$ cat config.mk
export PLATFORM = sky130hd
export DESIGN_NAME = regfile16x32_sb
export DESIGN_NICKNAME = d
export VERILOG_FILES = /design/src/rtl/regfile16x32_sb.sv
export SDC_FILE = /design/constraint.sdc
export NUM_CORES = 1
export LEC_CHECK = 0
export BUFFER_PORTS_ARGS = -buffer_cell sky130_fd_sc_hd__buf_2
export CORE_MARGIN = 10
export CORE_UTILIZATION = 40
export CTS_CLUSTER_DIAMETER = 30
export CTS_CLUSTER_SIZE = 16
export DETAILED_ROUTE_END_ITERATION = 10
export MAX_ROUTING_LAYER = met4
export SLEW_MARGIN = 10
export SYNTH_ARGS = -nofsm -noshare
export SYNTH_HDL_FRONTEND = slang
export SYNTH_SLANG_ARGS = --single-unit
$ cat constraint.sdc
create_clock -name clk -period 9.1 [get_ports clk]
set_input_delay 1.365 -clock clk [delete_from_list [all_inputs] [get_ports clk]]
set_output_delay 1.365 -clock clk [all_outputs]
set_load 0.01 [all_outputs]
$ cat src/rtl/regfile16x32_sb.sv
// 16-entry register file with one-hot write-back port, two registered read ports
// and a busy-bit scoreboard that stalls reads of registers still owned by multicycle ops.
module regfile16x32_sb #(
    parameter int unsigned DATA_W  = 32,
    parameter bit          R0_ZERO = 1'b1
) (
    input  logic              clk,
    input  logic              reset,
    input  logic              wr_en,
    input  logic [15:0]       wr_sel,
    input  logic [DATA_W-1:0] wr_data,
    input  logic              rd_req,
    input  logic [3:0]        rd_addr_a,
    input  logic [3:0]        rd_addr_b,
    output logic              rd_valid,
    output logic [DATA_W-1:0] rd_data_a,
    output logic [DATA_W-1:0] rd_data_b,
    output logic              stall,
    input  logic              sb_set,
    input  logic [3:0]        sb_addr,
    output logic [15:0]       busy,
    output logic              sel_err
);

    localparam int unsigned NREG = 16;

    logic [DATA_W-1:0] regs_q [NREG];
    logic [NREG-1:0]   busy_q, busy_d;
    logic              sel_err_q, sel_err_d;
    logic              rd_valid_q, rd_valid_d;
    logic [DATA_W-1:0] rd_data_a_q, rd_data_a_d;
    logic [DATA_W-1:0] rd_data_b_q, rd_data_b_d;

    logic              sel_onehot;
    logic              wr_legal;
    logic [NREG-1:0]   wr_hit;
    logic [NREG-1:0]   sb_vec;
    logic              pend_a, pend_b;
    logic              accept;
    logic [DATA_W-1:0] opnd_a, opnd_b;

    // Write legality and per-register write hits (r0 masked when hardwired to zero)
    always_comb begin
        sel_onehot = (wr_sel != 16'd0) && ((wr_sel & (wr_sel - 16'd1)) == 16'd0);
        wr_legal   = wr_en && sel_onehot;
        wr_hit     = wr_legal ? wr_sel : '0;
        sb_vec     = sb_set ? (16'd1 << sb_addr) : 16'd0;
        if (R0_ZERO) begin
            wr_hit[0] = 1'b0;
            sb_vec[0] = 1'b0;
        end
    end

    // A write landing this cycle releases the dependency on its target
    always_comb begin
        pend_a = busy_q[rd_addr_a] && !wr_hit[rd_addr_a];
        pend_b = busy_q[rd_addr_b] && !wr_hit[rd_addr_b];
        stall  = rd_req && (pend_a || pend_b);
        accept = rd_req && !stall;
    end

    // Operand select with same-cycle write bypass
    always_comb begin
        opnd_a = wr_hit[rd_addr_a] ? wr_data : regs_q[rd_addr_a];
        opnd_b = wr_hit[rd_addr_b] ? wr_data : regs_q[rd_addr_b];
        if (R0_ZERO && (rd_addr_a == 4'd0)) begin
            opnd_a = '0;
        end
        if (R0_ZERO && (rd_addr_b == 4'd0)) begin
            opnd_b = '0;
        end
    end

    // Next-state for scoreboard, error flag and read port; a new issue beats a completing write
    always_comb begin
        busy_d      = (busy_q & ~wr_hit) | sb_vec;
        sel_err_d   = sel_err_q || (wr_en && !sel_onehot);
        rd_valid_d  = accept;
        rd_data_a_d = rd_data_a_q;
        rd_data_b_d = rd_data_b_q;
        if (accept) begin
            rd_data_a_d = opnd_a;
            rd_data_b_d = opnd_b;
        end
    end

    always_ff @(posedge clk) begin
        if (reset) begin
            busy_q      <= '0;
            sel_err_q   <= 1'b0;
            rd_valid_q  <= 1'b0;
            rd_data_a_q <= '0;
            rd_data_b_q <= '0;
        end else begin
            busy_q      <= busy_d;
            sel_err_q   <= sel_err_d;
            rd_valid_q  <= rd_valid_d;
            rd_data_a_q <= rd_data_a_d;
            rd_data_b_q <= rd_data_b_d;
        end
    end

    // Register array storage
    always_ff @(posedge clk) begin
        for (int i = 0; i < NREG; i++) begin
            if (reset) begin
                regs_q[i] <= '0;
            end else if (wr_hit[i]) begin
                regs_q[i] <= wr_data;
            end
        end
    end

    assign busy      = busy_q;
    assign sel_err   = sel_err_q;
    assign rd_valid  = rd_valid_q;
    assign rd_data_a = rd_data_a_q;
    assign rd_data_b = rd_data_b_q;

endmodule

==> summary.txt <==
Run status
  – Status: complete, no violations

Finish
  – Fraction of layout cells with a size suffix above 1: 0.324
  – Fillers: 6196
  – # nets final: ~2200
  – Util after Layout: 0.483
  – Final instance area: 35400 sq um
  – Area growth from synthesis to layout: 19.2%
  – Cell Count, Final, Fillers Out: 3247
  – Footprint of the multi-input gates: 12500 sq um
  – Register area: 16000 sq um

Die
  – Chip width: 292 um
  – # IOs: 148
  – Vert. Die Dim: 292 um
  – Core Rows: between 90 and 100
  – Initial Util: 0.406
  – Core area: ~73000 sq um
  – Die area: 85500 sq um

Timing
  – Final Max Tran Viols: 0
  – Fin crit share: 0.652
  – RSZ-0062 raised after global routing: no
  – Setup_tns: 0 ns
  – Worst Tran Pin Value: 1.11 ns
  – Rel. slew slack: 0.257
  – Fin crit period: between 5 and 6 ns
  – Final hold vios: 0
  – Setup violators final: 0
  – Fin Clk Skew: 0.0249 ns
  – Peak Freq: 169 MHz

Setup path
  – CP startpoint kind: primary input
  – Crit end category: register
  – Required time of the worst setup path: about 9.6 ns
  – Critical Path AT: 6.47 ns
  – CP Class: primary input to register
  – Worst-path fanout max: 110

Clocking
  – Clock-pin slew on the worst setup and hold paths: 0.05 ns
  – Post-CTS Resized: 0
  – CTS HTree Levels: 3
  – Clock Tree Buf Depth: 3
  – CTS root buf: clkbuf_16
  – Hold_buf cts: 0
  – Num CTS Buffers: 120
  – # Post-CTS Setup Buffers: 0
  – Clock Latency Late Sink: 0.68 ns
  – Clock sinks: 561
  – CTS tree: done

Yosys
  – Post-synthesis mux area share: 0.216
  – Area of the mapped netlist: 29700 sq um
  – Post-synthesis cell type count: 60
  – Largest family of logic cells by synthesized area: multiplexers
  – Yosys warns: 0
  – Number of synthesized flops with an enable pin: 480
  – Synth Area in XOR/XNOR: 0
  – Synth area leaders: edfxtp_1, mux4_2, and3_1
  – Synth cell count leaders: and3_1, edfxtp_1, mux4_2
  – Share of async-settable or async-resettable flops after synthesis: 0
  – Post-synth top area share: 0.486
  – Synthesized flop and latch total: 561
  – Synth Area in Adders: 0.000337
  – Post-Syn Area per Cell: about 14 sq um
  – Syn Inst Count: 2122
  – Post-Syn Nets: roughly 2200
  – Count leader, synth: and3_1
  – Simple-gate share of the synthesized area: 0.124
  – Sequential share of the synthesized area: 0.540
  – Leading register cell type out of synthesis: edfxtp_1
  – Cell taking the most area after synthesis: edfxtp_1
  – Compound-Gate Fraction of Synth Area: 0.0773

Place
  – Dpl cell area: 31000 sq um
  – Hpwl dp: between 50 and 60 mm
  – Routability Congestion: 0.898
  – DP Cell Count: 3009
  – IO buf count: between 100 and 150

Route
  – Final wirelength: around 110 mm
  – DRC: 0
  – Routed Antenna Nets: 0
  – Initial DRC Count: 2770
  – Routed vias: roughly 21000
  – Average wire per standard cell: 32.9 um
  – TritonRoute pass-1 iters: 5
  – Via density: 6.57

Global route
  – Vias in the first global route: 21700
  – First-pass GRT wire length: 153 mm
  – GR Util All Layers: 0.251
  – Largest net degree at the start of global routing: 265
  – Initial antenna violation count: 13
  – Grt ovf: 0

Power
  – P_leak: 14.2 nW
  – Maximum vdd drop: between 0.00015 and 0.0002 V
  – Cell area power density: 240 nW/um^2
  – Overall power: 8.49 mW

Worst hold path
  – HP Class: register to register

Job
  – Max_cap viols: 0
[cell families after synthesis]
| family | after synthesis |
|---|---|
| buffers and inverters | 294 |
| AOI/OAI and AO/OA | 297 |
| DFF | 561 |
| other | 1 |
| adders and majority gates | 1 |
| muxes | 342 |
| and+or+nand+nor | 626 |
[path summary, 6_finish.rpt]
kind	start	end	slack [ns]	cells past startpoint
hold / removal	rd_data_b[14]$_SDFFE_PP0P_	rd_data_b[14]$_SDFFE_PP0P_	0.47	1
setup / recovery	wr_sel[1]	regs_q[6][1]$_SDFFCE_PN0P_	3.17	9
hold reg to reg	rd_data_b[14]$_SDFFE_PP0P_	rd_data_b[14]$_SDFFE_PP0P_	0.47	1
setup reg to reg	busy[15]$_SDFF_PP0_	rd_data_b[1]$_SDFFE_PP0P_	5.40	6
[power breakdown]
part / leakage (nW) / internal (mW) / switching [mW]
logic: 6.91 / 0.314 / 0.498
registers: 5.22 / 2.93 / 0.0786
clock network: 2.11 / 3.18 / 1.49
total: 14.2 / 6.42 / 2.07
[cell type report]
| type | count | share of cell area |
|---|---|---|
| diodes | 9 | 0.000636 |
| clock buffers | 142 | 0.0921 |
| clock inverters | 87 | 0.0318 |
| inverters | 25 | 0.00265 |
| multi-input cells | 1267 | 0.353 |
| flip-flops and latches | 561 | 0.453 |
| well taps | 959 | 0.0339 |
| repair buffers | 197 | 0.0327 |
[critical path, cell delays in order]
cell,delay [ns]
buf_2,0.40
or4_4,0.70
nor4_4,0.31
o311ai_1,0.24
a311oi_4,0.62
and3_1,0.64
and2b_4,0.98
buf_4,0.84
and3_1,0.27
[per-stage QoR]
stage | setup slack [ns] | hold WS (ns)
2_1_floorplan | 4.48 | 0.476
3_3_place_gp | 2.90 | 0.450
3_5_place_dp | 2.64 | 0.454
4_1_cts | 3.33 | 0.468
5_1_grt | 2.88 | 0.487
6_report | 3.17 | 0.469
[metal layers]
layer / track usage / up-vias / routed length (um)
met4: 0.107 / 0 / 3960
li1: - / 8733 / -
met3: 0.0503 / 257 / 12200
met2: 0.404 / 1389 / 52300
met1: 0.306 / 10900 / 38300
met5: - / - / 0
[registers in the layout (all words and copies together), names as in the netlist]
| register | flops |
|---|---|
| regs_q | 480 |
| rd_data_a | 32 |
| busy | 15 |
| sel_err | 1 |
| rd_data_b | 32 |
| rd_valid | 1 |
[cell usage in the layout, fill, tap and decap left out, drive strengths merged, types with 4 or more instances in the layout]
cell and count:
a211o 10, a211oi 50, a21o 16, a21oi 30, a221o 23, a22o 28
a22oi 26, a2bb2oi 15, a32o 23, and3 484, buf 195, bufinv 22
clkbuf 144, clkinv 38, clkinvlp 18, dfxtp 81, diode 9, edfxtp 480
inv 34, mux2 61, mux2i 48, mux4 233, nand2 45, nand3 5
nor2 55, nor2b 5, nor3 7, o211ai 5, o21ai 38, o221ai 7
o2bb2ai 7, o32ai 4, or2 8, or4 4
Power figures use the tool's default switching activity.
